`src/rtl/line_burst_adaptor_pkg.sv`:
```
// Shared types and sizing for the line burst adaptor.
// Optional statistics counters are enabled with LINE_ADAPTOR_STATS_EN.
package line_adaptor_types;

    localparam int S_OFFSET   = 5;
    localparam int S_LINE     = 8 * (2 ** S_OFFSET);
    localparam int S_BURST    = 64;
    localparam int N_BEATS    = S_LINE / S_BURST;
    localparam int BEAT_IDX_W = $clog2(N_BEATS);

    localparam logic [31:0] LINE_ADDR_MASK = ~((32'd1 << S_OFFSET) - 32'd1);

    typedef enum logic [1:0] {
        IDLE,
        RD_BURST,
        WR_BURST,
        DONE
    } adaptor_state_t;

endpackage

```
`src/rtl/line_burst_adaptor_control.sv`:
```
// Burst sequencer: accepts a line request in IDLE, counts beats on pmem_resp, pulses resp.
// Latency: n_beats+1 cycles from request to resp with no stalls; stalls hold the beat index.
// Backpressure: pmem_resp low freezes the counter; requests are ignored outside IDLE.
module line_adaptor_control
    import line_adaptor_types::*;
(
    input  logic                  clk,
    input  logic                  rst,
    input  logic                  line_read,
    input  logic                  line_write,
    input  logic                  pmem_resp,
    output adaptor_state_t        state,
    output logic [BEAT_IDX_W-1:0] shift_sel,
    output logic                  load_beat,
    output logic                  resp,
    output logic                  accept_rd,
    output logic                  accept_wr
);

    localparam logic [BEAT_IDX_W-1:0] LAST_BEAT = BEAT_IDX_W'(N_BEATS - 1);

    adaptor_state_t        state_q, state_d;
    logic [BEAT_IDX_W-1:0] beat_q, beat_d;
    logic                  skip_q, skip_d;

    always_comb begin
        state_d   = state_q;
        beat_d    = beat_q;
        skip_d    = 1'b0;
        load_beat = 1'b0;
        resp      = 1'b0;
        accept_rd = 1'b0;
        accept_wr = 1'b0;
        case (state_q)
            IDLE: begin
                // The requester still holds its request in the first IDLE cycle after resp.
                if (!skip_q) begin
                    if (line_read) begin
                        accept_rd = 1'b1;
                        state_d   = RD_BURST;
                    end else if (line_write) begin
                        accept_wr = 1'b1;
                        state_d   = WR_BURST;
                    end
                end
            end
            RD_BURST, WR_BURST: begin
                if (pmem_resp) begin
                    load_beat = (state_q == RD_BURST);
                    if (beat_q == LAST_BEAT) begin
                        state_d = DONE;
                    end else begin
                        beat_d = beat_q + 1'b1;
                    end
                end
            end
            DONE: begin
                resp    = 1'b1;
                beat_d  = '0;
                skip_d  = 1'b1;
                state_d = IDLE;
            end
            default: state_d = IDLE;
        endcase
    end

    always_ff @(posedge clk or posedge rst) begin
        if (rst) begin
            state_q <= IDLE;
            beat_q  <= '0;
            skip_q  <= 1'b0;
        end else begin
            state_q <= state_d;
            beat_q  <= beat_d;
            skip_q  <= skip_d;
        end
    end

    assign state     = state_q;
    assign shift_sel = beat_q;

endmodule

```
`src/rtl/line_burst_adaptor.sv`:
```
// Line-to-burst adaptor: 256-bit line requests become 4 x 64-bit memory beats (stats: LINE_ADAPTOR_STATS_EN).
// Latency: line_resp n_beats+1 cycles after the request with zero-stall memory.
// Backpressure: each beat waits for pmem_resp; the requester holds its request until line_resp.
module line_burst_adaptor
    import line_adaptor_types::*;
(
    input  logic               clk,
    input  logic               rst,
    input  logic [31:0]        line_addr,
    input  logic               line_read,
    input  logic               line_write,
    input  logic [S_LINE-1:0]  line_wdata,
    output logic [S_LINE-1:0]  line_rdata,
    output logic               line_resp,
    output logic [31:0]        pmem_address,
    output logic               pmem_read,
    output logic               pmem_write,
    output logic [S_BURST-1:0] pmem_burst_o,
    input  logic [S_BURST-1:0] pmem_burst_i,
    input  logic               pmem_resp
`ifdef LINE_ADAPTOR_STATS_EN
   ,output logic [31:0]        stat_reads,
    output logic [31:0]        stat_writes,
    output logic [31:0]        stat_stall_cycles
`endif
);

    adaptor_state_t        state;
    logic [BEAT_IDX_W-1:0] shift_sel;
    logic                  load_beat, resp, accept_rd, accept_wr;

    logic [31:0]       addr_q, addr_d;
    logic [S_LINE-1:0] wdata_q, wdata_d;
    logic [S_LINE-1:0] rdata_q, rdata_d;

    line_adaptor_control u_control (
        .clk        (clk),
        .rst        (rst),
        .line_read  (line_read),
        .line_write (line_write),
        .pmem_resp  (pmem_resp),
        .state      (state),
        .shift_sel  (shift_sel),
        .load_beat  (load_beat),
        .resp       (resp),
        .accept_rd  (accept_rd),
        .accept_wr  (accept_wr)
    );

    always_comb begin
        addr_d  = addr_q;
        wdata_d = wdata_q;
        rdata_d = rdata_q;
        if (accept_rd || accept_wr) begin
            addr_d = line_addr & LINE_ADDR_MASK;
        end
        if (accept_wr) begin
            wdata_d = line_wdata;
        end
        if (load_beat) begin
            rdata_d[S_BURST*shift_sel +: S_BURST] = pmem_burst_i;
        end
    end

    always_ff @(posedge clk or posedge rst) begin
        if (rst) begin
            addr_q  <= '0;
            wdata_q <= '0;
            rdata_q <= '0;
        end else begin
            addr_q  <= addr_d;
            wdata_q <= wdata_d;
            rdata_q <= rdata_d;
        end
    end

    assign line_rdata   = rdata_q;
    assign line_resp    = resp;
    assign pmem_address = addr_q;
    assign pmem_read    = (state == RD_BURST);
    assign pmem_write   = (state == WR_BURST);
    assign pmem_burst_o = wdata_q[S_BURST*shift_sel +: S_BURST];

`ifdef LINE_ADAPTOR_STATS_EN
    logic [31:0] reads_q, reads_d, writes_q, writes_d, stalls_q, stalls_d;
    logic        last_rd_q, last_rd_d;

    always_comb begin
        reads_d   = reads_q;
        writes_d  = writes_q;
        stalls_d  = stalls_q;
        last_rd_d = last_rd_q;
        if (accept_rd) begin
            last_rd_d = 1'b1;
        end else if (accept_wr) begin
            last_rd_d = 1'b0;
        end
        if (resp) begin
            if (last_rd_q && reads_q != '1) begin
                reads_d = reads_q + 32'd1;
            end else if (!last_rd_q && writes_q != '1) begin
                writes_d = writes_q + 32'd1;
            end
        end
        if ((pmem_read || pmem_write) && !pmem_resp && stalls_q != '1) begin
            stalls_d = stalls_q + 32'd1;
        end
    end

    always_ff @(posedge clk or posedge rst) begin
        if (rst) begin
            reads_q   <= '0;
            writes_q  <= '0;
            stalls_q  <= '0;
            last_rd_q <= 1'b0;
        end else begin
            reads_q   <= reads_d;
            writes_q  <= writes_d;
            stalls_q  <= stalls_d;
            last_rd_q <= last_rd_d;
        end
    end

    assign stat_reads        = reads_q;
    assign stat_writes       = writes_q;
    assign stat_stall_cycles = stalls_q;
`endif

endmodule

```
`config.mk`:
```
export PLATFORM = sky130hd
export DESIGN_NAME = line_burst_adaptor
export DESIGN_NICKNAME = d
export VERILOG_FILES = /design/src/rtl/line_burst_adaptor_pkg.sv /design/src/rtl/line_burst_adaptor_control.sv /design/src/rtl/line_burst_adaptor.sv
export SDC_FILE = /design/constraint.sdc
export NUM_CORES = 1
export LEC_CHECK = 0
export BUFFER_PORTS_ARGS = -buffer_cell sky130_fd_sc_hd__buf_4
export CAP_MARGIN = 10
export CORE_AREA = 2 2 280 282
export DETAILED_ROUTE_END_ITERATION = 8
export DIE_AREA = 0 0 282 284
export PLACE_DENSITY = 0.59
export RECOVER_POWER = 100
export SLEW_MARGIN = 20
export SYNTH_ARGS = -nofsm -noshare
export SYNTH_HDL_FRONTEND = slang
export SYNTH_HIERARCHICAL = 1
export SYNTH_SLANG_ARGS = --single-unit
```
`constraint.sdc`:
```
create_clock -name clk -period 15.1 [get_ports clk]
set_clock_uncertainty 0.2 [all_clocks]
set_input_delay 0.755 -clock clk [delete_from_list [all_inputs] [get_ports clk]]
set_output_delay 0.755 -clock clk [all_outputs]
set_load 0.01 [all_outputs]
```
Word-level counts from Yosys, hierarchy flattened
Index checks and enable logic that the tools add are counted.
{"block": "classes", "n_shift": 3, "eq_ne": 9, "n_lt_le_gt_ge": 0, "n_mux": 20, "n_addsub": 2, "n_div": 0, "bitwise_logic": 0, "reduce_logical": 6, "n_mul": 0}
{"operator": "256-bit bitwise mux", "n": 1}
{"operator": "64-bit by 34-bit variable shift with 256-bit output (first input constant)", "n": 1}
{"operator": "256-bit by 9-bit variable part select with 64-bit output", "n": 1}
{"operator": "64-bit by 34-bit variable part select with 256-bit output", "n": 1}
{"operator": "8-bit negation with 34-bit output", "n": 1}
{"operator": "2-bit two-way mux", "n": 7}
{"operator": "1-bit two-way mux", "n": 10}
{"operator": "2-bit == test (second input constant)", "n": 3}
{"operator": "2-bit != test (second input constant)", "n": 3}
{"operator": "2-bit one-hot mux with 3 select lines", "n": 1}
{"operator": "2-bit one-hot mux with 2 select lines", "n": 1}
{"operator": "4-bit AND reduction", "n": 1}
{"operator": "3-bit != test (second input constant)", "n": 1}
{"operator": "3-bit AND reduction", "n": 1}
{"operator": "2-bit by 1-bit adder with 2-bit output (second input constant)", "n": 1}
{"operator": "2-bit by 1-bit == test with 1-bit output (second input constant)", "n": 1}
{"operator": "2-bit zero test", "n": 1}
{"operator": "2-bit by 1-bit != test with 1-bit output (second input constant)", "n": 1}
{"operator": "2-bit nonzero test", "n": 1}
{"operator": "2-bit OR reduction", "n": 1}
{"operator": "1-bit logical OR", "n": 1}
{"block": "word_totals", "word_cells": 46, "latch_bits": 0, "out_inout_bits": 355, "input_bits": 357, "mem_bits_ro": 0, "ff_bits": 544, "memories": 0, "ramBits": 0}

Logic depth before layout (Yosys ltp)
Gate-level depths: netlist of run 1.
{"block": "logic_depth", "depth_word": 5, "mapped_depth": 10, "mapped_depth_nobuf": 6}

By module
Netlist of run 1, hierarchy kept.
{"module": "line_burst_adaptor", "instances": 1, "cells_per_inst": 1440, "area_per_inst_um2": 22410.2}
{"module": "line_adaptor_control", "instances": 1, "cells_per_inst": 34, "area_per_inst_um2": 349.1}

Least setup slack after synthesis of run 1
Ideal clock, no wire load.
{"block": "synth_path", "path_type": "register -> register", "from": "reg u_control.beat_q[0] (netlist: u_control/shift_sel[0])", "to": "reg rdata_q[0] (netlist: line_rdata[0])", "t_arrival_ps": 2493, "setup_ps": 78, "slack_ps": 12329, "required_time_ps": 14822, "path_buffers": 6, "path_stages_with_launch": 11, "period_less_slack_ps": 2771, "path_cell_list": "dfrtp_1 clkbuf_2 buf_4 buf_2 inv_1 ha_1 buf_2 or3b_2 buf_2 buf_2 o2bb2ai_1"}
{"block": "synth_via", "elab_chain_len": 3, "word_cells_on_any_way": 4, "classes_between": "add/sub (1); shift (2); mux (1)"}
{"item": "from (decl)", "line": "line_burst_adaptor_control.sv:23", "text": "logic [BEAT_IDX_W-1:0] beat_q, beat_d;"}
{"item": "from (signal assigned)", "line": "line_burst_adaptor_control.sv:74", "text": "beat_q <= beat_d;"}
{"item": "8-bit negation with 34-bit output (*)", "line": "line_burst_adaptor.sv:61", "text": "rdata_d[S_BURST*shift_sel +: S_BURST] = pmem_burst_i;"}
{"item": "64-bit by 34-bit variable part select with 256-bit output / 64-bit by 34-bit variable shift with 256-bit output (equally long branches)", "line": "line_burst_adaptor.sv:61"}
{"item": "256-bit bitwise mux (*)", "line": "line_burst_adaptor.sv:61"}
{"item": "to (signal assigned)", "line": "line_burst_adaptor.sv:73", "text": "rdata_q <= rdata_d;"}
{"item": "to (decl)", "line": "line_burst_adaptor.sv:34", "text": "logic [S_LINE-1:0] rdata_q, rdata_d;"}
Mark *: on every way between the ends. The rest lies on a longest branch, timed or not.
A chain may end at the register's enable or synchronous reset.

Final worst setup path of run 1
{"block": "layout_path", "from": "reg u_control.beat_q[0] (netlist: u_control/shift_sel[0])", "to": "reg rdata_q[158] (netlist: line_rdata[158])"}
The elaborated chain is that of the path after synthesis.

==> tab_implementation.tex, run 1 <==
\begin{tabular}{lr}
\hline
Metric & Value \\
\hline
\multicolumn{2}{l}{\textbf{Logic synthesis}} \\
Area share of the largest cell type after synthesis & 59.8\% \\
Flop and latch count out of synthesis & 544 \\
Total standard cell area after synthesis & 22,800 sq um \\
Number of enable flip-flop cells after synthesis & 0 \\
Number of instances in the synthesized netlist & 1,474 \\
Dominant cell by count in the synthesized netlist & sky130\_fd\_sc\_hd\_\_dfrtp\_1 \\
Largest cells by area after synthesis & sky130\_fd\_sc\_hd\_\_dfrtp\_1, sky130\_fd\_sc\_hd\_\_mux2\_2, sky130\_fd\_sc\_hd\_\_mux4\_2 \\
Warning count from the yosys run & 6 \\
Average cell area after synthesis & 15.4 sq um \\
Most common library cells after synthesis & sky130\_fd\_sc\_hd\_\_dfrtp\_1, sky130\_fd\_sc\_hd\_\_mux2\_2, sky130\_fd\_sc\_hd\_\_a32o\_1, sky130\_fd\_sc\_hd\_\_nand3\_1, sky130\_fd\_sc\_hd\_\_o2bb2ai\_1 \\
Primary FF master, synth & sky130\_fd\_sc\_hd\_\_dfrtp\_1 \\
Cell accounting for the most synthesized area & sky130\_fd\_sc\_hd\_\_dfrtp\_1 \\
Post-synthesis sequential area ratio & 59.8\% \\
Async SR Flop Fraction & 100\% \\
Count of different cell masters after synthesis & 38 \\
\multicolumn{2}{l}{\textbf{Pwr}} \\
Switching portion of total power & 36.2\% \\
Net load switching power & 2.22 mW \\
Peak VDD IR & 0.117 mV \\
Pleak & 12.3 nW \\
Part of the power in the clock network & 22.7\% \\
Internal power of the cells & 3.91 mW \\
Reg power frac & 40.0\% \\
Combinational group share of total power & 37.3\% \\
Power Dens Cells & 209 nW/um\^{}2 \\
\multicolumn{2}{l}{\textbf{Finish}} \\
Growth of design area from synthesis to finish & 28.7\% \\
Final std cell area, no fill & 29,300 sq um \\
Fillers & 7,646 \\
Final net count & 2,483 \\
Layout cells sized above 1 & 39.5\% \\
Non-filler instance count after layout & 3,210 \\
\multicolumn{2}{l}{\textbf{Clock network}} \\
Clock tree root buffer cell & sky130\_fd\_sc\_hd\_\_clkbuf\_16 \\
Clock tree sinks & 544 \\
Post-CTS Repair Setup Buffers & 0 \\
Number of buffers created by CTS & 59 \\
Clock insertion delay at the later pin of the skew report & 620 ps \\
Maximum root-to-sink buffer count & 3 \\
TritonCTS clock tree & done \\
Number of H-tree branching levels & 2 \\
Clock transition at the registers of the reported paths & 60 ps \\
\multicolumn{2}{l}{\textbf{Setup path}} \\
Required time of the critical path & 15,260 ps \\
Highest fanout seen on the critical path & 69 \\
Critical path type & reg -> reg \\
Data arrival time at the worst-slack endpoint & 9200 ps \\
Kind of capture point of the worst setup path & register \\
Worst reg2reg setup slack & 6060 ps \\
Critical Path Start Type & register \\
\multicolumn{2}{l}{\textbf{Routing}} \\
Via count & 16,300 \\
DRT antenna net count & 0 \\
Post-Route WL & 78,600 microns \\
Iteration-0 DRC count of the detailed router & 1,010 \\
Post-DR wirelength/cell & 24.5 microns \\
Detail-routed via count per cell & 5.09 \\
DRC violation count after routing & 0 \\
First-pass detailed-route iteration total & 6 \\
\multicolumn{2}{l}{\textbf{Floorplanning}} \\
Width of the chip & 282 microns \\
Area of the die & 80,100 sq um \\
Std-Cell Rows & 102 \\
IO Count & 712 \\
CORE AREA & 77,000 sq um \\
Starting utilization of the core area & 29.6\% \\
Die H & 284 microns \\
\multicolumn{2}{l}{\textbf{STA}} \\
Post-layout minimum cycle time & 9040 ps \\
Number of hold violations in the final report & 0 \\
Total Neg Setup Slack & 0 ps \\
Setup slack after layout & 6060 ps \\
Worst Max-Slew Pin Slew & 4610 ps \\
Setup repair after global routing missed its margin & no \\
Maximum operating frequency & 111 MHz \\
Final setup violating endpoints & 0 \\
Post-Route Hold Slack & 144 ps \\
Worst slew slack as a fraction of its limit & -208\% \\
Number of slew-limit violations in the final report & 670 \\
Portion of the clock cycle consumed by the worst path in the final layout & 59.8\% \\
\multicolumn{2}{l}{\textbf{GRT}} \\
Via count of the first global-routing pass & 17,300 \\
Busiest layer in global routing & met2 \\
Met3 Track Usage GR & 7.06\% \\
Met1 demand-to-capacity share in global routing & 21.6\% \\
Grt total ovfl & 0 \\
Global-route usage over all layers & 19.1\% \\
Met2 usage in global routing & 31.9\% \\
Antenna violations before repair & 13 \\
Global-route wire length before repair & 115,000 microns \\
Pin count of the biggest net entering global routing & 173 \\
\multicolumn{2}{l}{\textbf{Placed design}} \\
Pre-CTS setup slack & 10,620 ps \\
Post-detail-place hpwl & 55,800 microns \\
Area after detailed placement & 28,900 sq um \\
Final GP Congestion & 0.809 \\
Number of placed instances, taps included & 3,095 \\
Input/output buffers & 701 \\
\multicolumn{2}{l}{\textbf{Outcome}} \\
Failing checks & capacitance limit, slew limit \\
Outcome & complete, but fails checks \\
\multicolumn{2}{l}{\textbf{Job}} \\
Max-capacitance violation count & 12 \\
\multicolumn{2}{l}{\textbf{Worst hold path}} \\
Type of the most critical hold path & in -> reg \\
\hline
\end{tabular}
state kept, by name (all words and copies together) (netlist names):
register             flops
line_rdata             256
wdata_q                256
pmem_address            27
u_control/shift_sel      2
u_control/state          2
u_control/skip_q         1
worst max-delay path, stage by stage (launching register included):
cell and delay, ps:
sky130_fd_sc_hd__dfrtp_1 1270, sky130_fd_sc_hd__inv_1 410, sky130_fd_sc_hd__ha_1 200, sky130_fd_sc_hd__clkbuf_1 2640
sky130_fd_sc_hd__or4b_1 1510, sky130_fd_sc_hd__clkbuf_1 2230, sky130_fd_sc_hd__o2bb2ai_1 210
layout by cell type, fill, tap and decap left out, drive strengths merged, types with 2 or more instances in the layout:
| cell type | instances |
|---|---|
| clkinvlp | 3 |
| o2bb2ai | 129 |
| nor2 | 2 |
| o21ai | 3 |
| mux2 | 283 |
| conb | 5 |
| diode | 7 |
| nor2b | 3 |
| nand3 | 128 |
| clkbuf | 452 |
| a32o | 128 |
| nand2 | 5 |
| ha | 9 |
| dfrtp | 544 |
| a21oi | 3 |
| clkinv | 10 |
| inv | 10 |
| mux4 | 64 |
| buf | 364 |
| and2 | 2 |
per-stage QoR:
| step | total power, mW | util, % |
|---|---|---|
| 2_1_floorplan | 3.89 | - |
| 3_3_place_gp | 5.09 | 37.5 |
| 3_5_place_dp | 5.17 | 37.5 |
| 4_1_cts | 6.58 | 40.0 |
| 5_1_grt | 6.48 | 38.1 |
| 6_report | 6.13 | 38.1 |
final timing paths:
path                                                  end  cells past startpoint                          startpoint
max reg2reg                   line_rdata[158]$_DFFE_PP0P_                      6  u_control/shift_sel[0]$_DFFE_PP0P_
min in group asynchronous  u_control/state[0]$_DFFE_PP0P_                      3                                 rst
min reg2reg                     line_rdata[6]$_DFFE_PP0P_                      1           line_rdata[6]$_DFFE_PP0P_
min                                wdata_q[6]$_DFFE_PP0P_                      2                       line_wdata[6]
max in group asynchronous        wdata_q[174]$_DFFE_PP0P_                      6                                 rst
max                           line_rdata[158]$_DFFE_PP0P_                      6  u_control/shift_sel[0]$_DFFE_PP0P_
power groups by stage:
stage | Clock, mW | Combinational (mW) | Sequential (mW)
after detailed placement | 0 | 2.68 | 2.49
after global placement | 0 | 2.64 | 2.45
after CTS | 1.42 | 2.69 | 2.47
after global routing | 1.50 | 2.45 | 2.53
final | 1.39 | 2.29 | 2.45
after floorplan | 0 | 1.42 | 2.47
area by class of cell:
| type | count | area [sq um] | area share, % |
|---|---|---|---|
| Antenna cell | 7 | 17.5 | 0.0598 |
| Multi-Input combinational cell | 778 | 8360 | 28.5 |
| Clock inverter | 15 | 160 | 0.547 |
| Clock buffer | 92 | 1690 | 5.77 |
| Tap cell | 1040 | 1300 | 4.44 |
| Inverter | 9 | 35.0 | 0.120 |
| Timing Repair Buffer | 725 | 4120 | 14.1 |
| Sequential cell | 544 | 13600 | 46.5 |
kinds of logic after synthesis:
family,share of synthesized area (%)
adder cells (fa/ha/maj),0.495
AND/OR/NAND/NOR,3.43
other,0.0165
buffers and inverters,3.23
flip-flops,59.8
multiplexers,20.3
AO/OA/AOI/OAI,12.7
metal layers:
| layer | share of wire [%] | up-vias |
|---|---|---|
| met4 | 4.1 | 10 |
| met2 | 49 | 757 |
| li1 | - | 6999 |
| met1 | 37 | 8411 |
| met5 | 0.087 | - |
| met3 | 10 | 147 |
what timing repair did:
item / 4_1_cts / 5_1_grt
gates resized for setup: 0 / 0
hold endpoints to repair: 5 / 0
hold buffers: 1 / 0
endpoints found under the setup margin: 0 / 0
(Power assumes the default switching activity.)
==> inputs of run 2 (changes only) <==
clock period = 7.4 ns   (was 15.1 ns; I/O delays follow)
==> tab_implementation.tex, run 2 (synthesis results as in run 1) <==
\begin{tabular}{lr}
\hline
Metric & Value \\
\hline
\multicolumn{2}{l}{\textbf{Outcome}} \\
Outcome & complete, but fails checks \\
Failing checks & capacitance limit, slew limit \\
\multicolumn{2}{l}{\textbf{Routing}} \\
Detail-routed via count per cell & 4.97 (-2.2\%) \\
Post-DR wirelength/cell & 23.2 microns (-5.4\%) \\
Via count & 17,800 (+8.8\%) \\
First-pass detailed-route iteration total & 5 (-1) \\
DRT antenna net count & 0 (unchanged) \\
DRC violation count after routing & 0 (unchanged) \\
Post-Route WL & 82,700 microns (+5.3\%) \\
Iteration-0 DRC count of the detailed router & 1,223 (+21\%) \\
\multicolumn{2}{l}{\textbf{Finish}} \\
Final net count & 2,835 (+14\%) \\
Commonest cells after routing, fill and taps aside & sky130\_fd\_sc\_hd\_\_dfrtp\_1, sky130\_fd\_sc\_hd\_\_buf\_4, sky130\_fd\_sc\_hd\_\_clkbuf\_1 \\
Fillers & 7,224 (-5.5\%) \\
Non-filler instance count after layout & 3,572 (+11\%) \\
Final std cell area, no fill & 32,900 sq um (+12\%) \\
Most common library cell in the layout ignoring fill and taps & sky130\_fd\_sc\_hd\_\_dfrtp\_1 \\
Layout cells sized above 1 & 33.3\% (-6.2 points) \\
Growth of design area from synthesis to finish & 44.6\% \\
\multicolumn{2}{l}{\textbf{Placed design}} \\
Final GP Congestion & 0.816 (+0.85\%) \\
Input/output buffers & 701 (unchanged) \\
Area after detailed placement & 28,900 sq um (about the same) \\
Post-detail-place hpwl & 55,700 microns (about the same) \\
Number of placed instances, taps included & 3,095 (unchanged) \\
\multicolumn{2}{l}{\textbf{Setup path}} \\
Maximum cell stage delay along the critical path & 1860 ps (-780 ps) \\
R2R cell count & 5 (-1) \\
Worst-path cell with the longest stage delay & sky130\_fd\_sc\_hd\_\_dfrtp\_1 \\
Critical path cell sequence & inv\_1, ha\_1, nor2b\_4, clkbuf\_2, a32o\_1 \\
Category of cells accounting for the largest share of critical-path delay & flip-flops \\
Required time of the critical path & 7750 ps (-7510 ps) \\
Crit path from & u\_control/shift\_sel[0]\$\_DFFE\_PP0P\_ \\
Critical path type & reg -> reg \\
Worst reg2reg setup slack & 2170 ps (-3890 ps) \\
Kind of capture point of the worst setup path & register \\
Combined buffer and inverter count along the critical path & 2 (-1) \\
Critical Path Start Type & register \\
Highest fanout seen on the critical path & 54 (-22\%) \\
Worst R2R End & line\_rdata[227]\$\_DFFE\_PP0P\_ \\
Data arrival time at the worst-slack endpoint & 5580 ps (-3620 ps) \\
Source of the worst register-to-register timing path & u\_control/shift\_sel[0]\$\_DFFE\_PP0P\_ \\
\multicolumn{2}{l}{\textbf{Floorplanning}} \\
CORE AREA & 77,000 sq um (unchanged) \\
Std-Cell Rows & 102 (unchanged) \\
Starting utilization of the core area & 29.6\% (unchanged) \\
Width of the chip & 282 microns (unchanged) \\
Die H & 284 microns (unchanged) \\
Area of the die & 80,100 sq um (unchanged) \\
IO Count & 712 (unchanged) \\
\multicolumn{2}{l}{\textbf{Clock network}} \\
Clock insertion delay at the later pin of the skew report & 620 ps (about the same) \\
Maximum root-to-sink buffer count & 3 (unchanged) \\
Cts hold-fix bufs & 352 (+351) \\
TritonCTS clock tree & done \\
Number of gates resized after cts & 0 (unchanged) \\
Clock tree root buffer cell & sky130\_fd\_sc\_hd\_\_clkbuf\_16 \\
Clock transition at the registers of the reported paths & 60 ps (about the same) \\
Clock tree sinks & 544 (unchanged) \\
Post-CTS Repair Setup Buffers & 0 (unchanged) \\
Number of buffers created by CTS & 60 (+1.7\%) \\
Number of H-tree branching levels & 2 (unchanged) \\
\multicolumn{2}{l}{\textbf{STA}} \\
Post-Route Hold Slack & 151 ps (+6.61 ps) \\
Number of hold violations in the final report & 0 (unchanged) \\
Maximum operating frequency & 191 MHz (+73\%) \\
Post-layout minimum cycle time & 5230 ps (-3810 ps) \\
Final setup violating endpoints & 0 (unchanged) \\
Setup repair after global routing missed its margin & no \\
Worst Max-Slew Pin Slew & 2250 ps (-2370 ps) \\
Worst slew slack as a fraction of its limit & -49.9\% (+160 points) \\
Portion of the clock cycle consumed by the worst path in the final layout & 70.6\% (+11 points) \\
Number of slew-limit violations in the final report & 153 (-77\%) \\
\multicolumn{2}{l}{\textbf{Worst hold path}} \\
Type of the most critical hold path & in -> async \\
\multicolumn{2}{l}{\textbf{GRT}} \\
Grt total ovfl & 0 (unchanged) \\
Global-route wire length before repair & 123,000 microns (+6.4\%) \\
Global-route usage over all layers & 20.0\% (+0.90 points) \\
Pin count of the biggest net entering global routing & 163 (-5.8\%) \\
Antenna violations before repair & 15 (+2) \\
Via count of the first global-routing pass & 19,200 (+11\%) \\
\multicolumn{2}{l}{\textbf{Pwr}} \\
Peak VDD IR & 0.245 mV (+110\%) \\
Pleak & 13.9 nW (+13\%) \\
Power Dens Cells & 396 nW/um\^{}2 (+89\%) \\
\multicolumn{2}{l}{\textbf{Job}} \\
Max-capacitance violation count & 4 (-8) \\
\hline
\end{tabular}
[run 2: worst max-delay path by stage]
stage / end / slack [ps] / cells past startpoint
5_1_grt: line_rdata[236]$_DFFE_PP0P_ / 1750 / 5
4_1_cts: pmem_burst_o[6] / 3490 / 3
2_1_floorplan: line_rdata[0]$_DFFE_PP0P_ / -500 / 1
3_3_place_gp: line_rdata[191]$_DFFE_PP0P_ / 3600 / 6
3_5_place_dp: line_rdata[100]$_DFFE_PP0P_ / 3540 / 6
6_report: line_rdata[227]$_DFFE_PP0P_ / 2170 / 5
[run 2: per-stage QoR]
step,setup TNS [ps],total power [mW],setup WS [ps],util (%)
global placement,0,10.4,3600,37.6
detailed placement,0,10.5,3540,37.6
finish,0,13.0,2170,42.8
CTS,0,14.0,3490,44.9
floorplan,-269490,7.95,-500,-
global route,0,13.7,1750,42.8
[run 2: where the power goes]
part / internal, mW / switching [mW] / total [mW]
sequential: 4.22 / 0.783 / 5.00
clock: 1.96 / 1.28 / 3.24
combinational: 2.22 / 2.56 / 4.78
[run 2: layer usage]
metal	track usage, %	vias to the layer above	routed length (microns)
met1	22.7	9121	31000
met5	0	-	27
met2	34.7	762	41200
met4	8.59	4	3730
met3	5.84	177	6800
li1	-	7704	-
[run 2: final cells by class]
class | count | area, sq um | area share [%]
inverters | 9 | 35.0 | 0.106
diodes | 13 | 32.5 | 0.0988
flip-flops and latches | 544 | 13600 | 41.4
clock inverters | 24 | 367 | 1.11
repair buffers | 1076 | 7680 | 23.3
multi-input cells | 778 | 8080 | 24.6
clock buffers | 88 | 1800 | 5.46
well taps | 1040 | 1300 | 3.95
[run 2: tightest hold or removal path, stage by stage]
cell,delay (ps)
sky130_fd_sc_hd__dlygate4sd3_1,620
sky130_fd_sc_hd__clkbuf_1,160
sky130_fd_sc_hd__inv_1,180
==> inputs of run 3 (changes only) <==
PLACE_DENSITY = 0.57   (was 0.59)
clock period = 4.9 ns   (was 7.4 ns; I/O delays follow)
==> tab_implementation.tex, run 3 (synthesis results as in run 1) <==
\begin{tabular}{lr}
\hline
Metric & Value \\
\hline
\multicolumn{2}{l}{\textbf{Outcome}} \\
Outcome & complete, but fails checks \\
Failing checks & capacitance limit, slew limit \\
\multicolumn{2}{l}{\textbf{Finish}} \\
Growth of design area from synthesis to finish & 44.6\% (about the same) \\
Final net count & 2,857 (+0.78\%) \\
Total area of multi-input combinational cells & 8100 sq um (+0.15\%) \\
Register area & 13,600 sq um (unchanged) \\
Fillers & 7,303 (+1.1\%) \\
Layout cells sized above 1 & 33.3\% (about the same) \\
Commonest cells after routing, fill and taps aside & sky130\_fd\_sc\_hd\_\_dfrtp\_1, sky130\_fd\_sc\_hd\_\_buf\_4, sky130\_fd\_sc\_hd\_\_clkbuf\_1, sky130\_fd\_sc\_hd\_\_dlygate4sd3\_1, sky130\_fd\_sc\_hd\_\_mux2\_2 \\
Most common library cell in the layout ignoring fill and taps & sky130\_fd\_sc\_hd\_\_dfrtp\_1 \\
Non-filler instance count after layout & 3,581 (+0.25\%) \\
\multicolumn{2}{l}{\textbf{Routing}} \\
Iteration-0 DRC count of the detailed router & 1,087 (-11\%) \\
DRC violation count after routing & 0 (unchanged) \\
First-pass detailed-route iteration total & 7 (+2) \\
DRT antenna net count & 0 (unchanged) \\
Via count & 17,900 (+0.52\%) \\
Detail-routed via count per cell & 4.99 (+0.27\%) \\
Post-Route WL & 79,800 microns (-3.6\%) \\
Post-DR wirelength/cell & 22.3 microns (-3.8\%) \\
\multicolumn{2}{l}{\textbf{STA}} \\
Number of slew-limit violations in the final report & 430 (+180\%) \\
Portion of the clock cycle consumed by the worst path in the final layout & 86.5\% \\
Maximum operating frequency & 236 MHz \\
Setup slack after layout & 664 ps (-1510 ps) \\
Final setup violating endpoints & 0 (unchanged) \\
Number of hold violations in the final report & 0 (unchanged) \\
Post-layout minimum cycle time & 4240 ps \\
Worst Max-Slew Pin Slew & 2130 ps (-123 ps) \\
Setup repair after global routing missed its margin & no \\
Worst slew slack as a fraction of its limit & -41.7\% (+8.2 points) \\
\multicolumn{2}{l}{\textbf{Clock network}} \\
Clock transition at the registers of the reported paths & 60 ps (about the same) \\
Clock tree root buffer cell & sky130\_fd\_sc\_hd\_\_clkbuf\_16 \\
TritonCTS clock tree & done \\
Cts hold-fix bufs & 362 (+2.8\%) \\
Maximum root-to-sink buffer count & 3 (unchanged) \\
Number of gates resized after cts & 0 (unchanged) \\
Number of buffers created by CTS & 59 (-1.7\%) \\
Clock insertion delay at the later pin of the skew report & 640 ps (+20 ps) \\
Number of H-tree branching levels & 2 (unchanged) \\
Post-CTS Repair Setup Buffers & 0 (unchanged) \\
Clock tree sinks & 544 (unchanged) \\
\multicolumn{2}{l}{\textbf{Placed design}} \\
Post-detail-place hpwl & 55,400 microns (-0.61\%) \\
Input/output buffers & 701 (unchanged) \\
Number of placed instances, taps included & 3,108 (+0.42\%) \\
Final GP Congestion & 0.828 (+1.5\%) \\
Pre-CTS setup slack & 1250 ps (-2290 ps) \\
\multicolumn{2}{l}{\textbf{Setup path}} \\
Highest fanout seen on the critical path & 57 (+5.6\%) \\
Required time of the critical path & 4450 ps (-3300 ps) \\
Critical path type & reg -> out \\
Kind of capture point of the worst setup path & output pin \\
Data arrival time at the worst-slack endpoint & 3790 ps (-1790 ps) \\
Critical Path Start Type & register \\
\multicolumn{2}{l}{\textbf{GRT}} \\
Global-route usage over all layers & 19.3\% (-0.74 points) \\
Global-route wire length before repair & 119,000 microns (-2.8\%) \\
Grt total ovfl & 0 (unchanged) \\
Pin count of the biggest net entering global routing & 145 (-11\%) \\
Antenna violations before repair & 9 (-6) \\
Via count of the first global-routing pass & 19,200 (+0.057\%) \\
\multicolumn{2}{l}{\textbf{Floorplanning}} \\
CORE AREA & 77,000 sq um (unchanged) \\
IO Count & 712 (unchanged) \\
Width of the chip & 282 microns (unchanged) \\
Std-Cell Rows & 102 (unchanged) \\
Die H & 284 microns (unchanged) \\
Area of the die & 80,100 sq um (unchanged) \\
Starting utilization of the core area & 29.6\% (unchanged) \\
\multicolumn{2}{l}{\textbf{Pwr}} \\
Pleak & 14.0 nW (+0.36\%) \\
Power Dens Cells & 590 nW/um\^{}2 (+49\%) \\
Peak VDD IR & 0.345 mV (+41\%) \\
\multicolumn{2}{l}{\textbf{Job}} \\
Max-capacitance violation count & 8 (+4) \\
\multicolumn{2}{l}{\textbf{Worst hold path}} \\
Type of the most critical hold path & in -> reg \\
\hline
\end{tabular}
[run 3: changes by cell type in the layout (fill, tap and decap cells not counted), sizes merged]
| cell | previous run | this run |
|---|---|---|
| bufinv | 8 | 4 |
| clkbuf | 441 | 453 |
| clkinv | 9 | 13 |
| clkinvlp | 6 | 1 |
| buf | 371 | 370 |
| diode | 13 | 6 |
| dlygate4sd3 | 352 | 362 |
[run 3: metal layers]
layer | GRT usage (%) | up-vias | wire, microns
li1 | - | 7718 | -
met3 | 5.50 | 157 | 6340
met2 | 33.2 | 746 | 39600
met4 | 7.03 | 6 | 2860
met5 | 0 | - | 34
met1 | 22.7 | 9234 | 31000
[run 3: cell type report]
| type | count | area share [%] |
|---|---|---|
| Sequential cell | 544 | 41.4 |
| Multi-Input combinational cell | 778 | 24.6 |
| Timing Repair Buffer | 1099 | 23.8 |
| Clock buffer | 86 | 5.35 |
| Tap cell | 1040 | 3.95 |
| Clock inverter | 19 | 0.738 |
| Inverter | 9 | 0.106 |
| Antenna cell | 6 | 0.0456 |
[run 3: path summary, 6_finish.rpt]
| path | slack, ps | cells after the start | endpoint | start |
|---|---|---|---|---|
| worst max-delay path | 660 | 3 | pmem_burst_o[9] | u_control/shift_sel[1]$_DFFE_PP0P_ |
| worst min-delay path | 200 | 3 | wdata_q[131]$_DFFE_PP0P_ | line_wdata[131] |
| worst max register to register | 700 | 5 | line_rdata[233]$_DFFE_PP0P_ | u_control/shift_sel[0]$_DFFE_PP0P_ |
| worst min register to register | 290 | 1 | line_rdata[41]$_DFFE_PP0P_ | line_rdata[41]$_DFFE_PP0P_ |
| max in group asynchronous | 1210 | 5 | line_rdata[158]$_DFFE_PP0P_ | rst |
| min in group asynchronous | 320 | 3 | wdata_q[230]$_DFFE_PP0P_ | rst |
[run 3: worst max-delay path, cell delays in order (launching register included)]
cell                       delay (ps)
sky130_fd_sc_hd__dfrtp_1          830
sky130_fd_sc_hd__clkbuf_2        1490
sky130_fd_sc_hd__mux4_2           500
sky130_fd_sc_hd__clkbuf_1         240
[run 3: power by group]
group | switching [mW] | internal (mW)
Sequential | 1.19 | 6.37
Combinational | 3.80 | 3.45
Clock | 1.90 | 2.69
[run 3: per-stage QoR]
stage / cell area, sq um / setup TNS, ps / utilization (%) / power [mW] / hold WS (ps)
3_3_place_gp: 29100 / 0 / 37.8 / 15.7 / -6.74
6_report: 32900 / 0 / 42.8 / 19.4 / 197
5_1_grt: 32900 / 0 / 42.8 / 20.5 / 161
4_1_cts: 34700 / 0 / 45.1 / 20.9 / 99.3
2_1_floorplan: 22800 / -1549620 / - / 12.0 / -176
3_5_place_dp: 29100 / 0 / 37.8 / 15.9 / 5.47
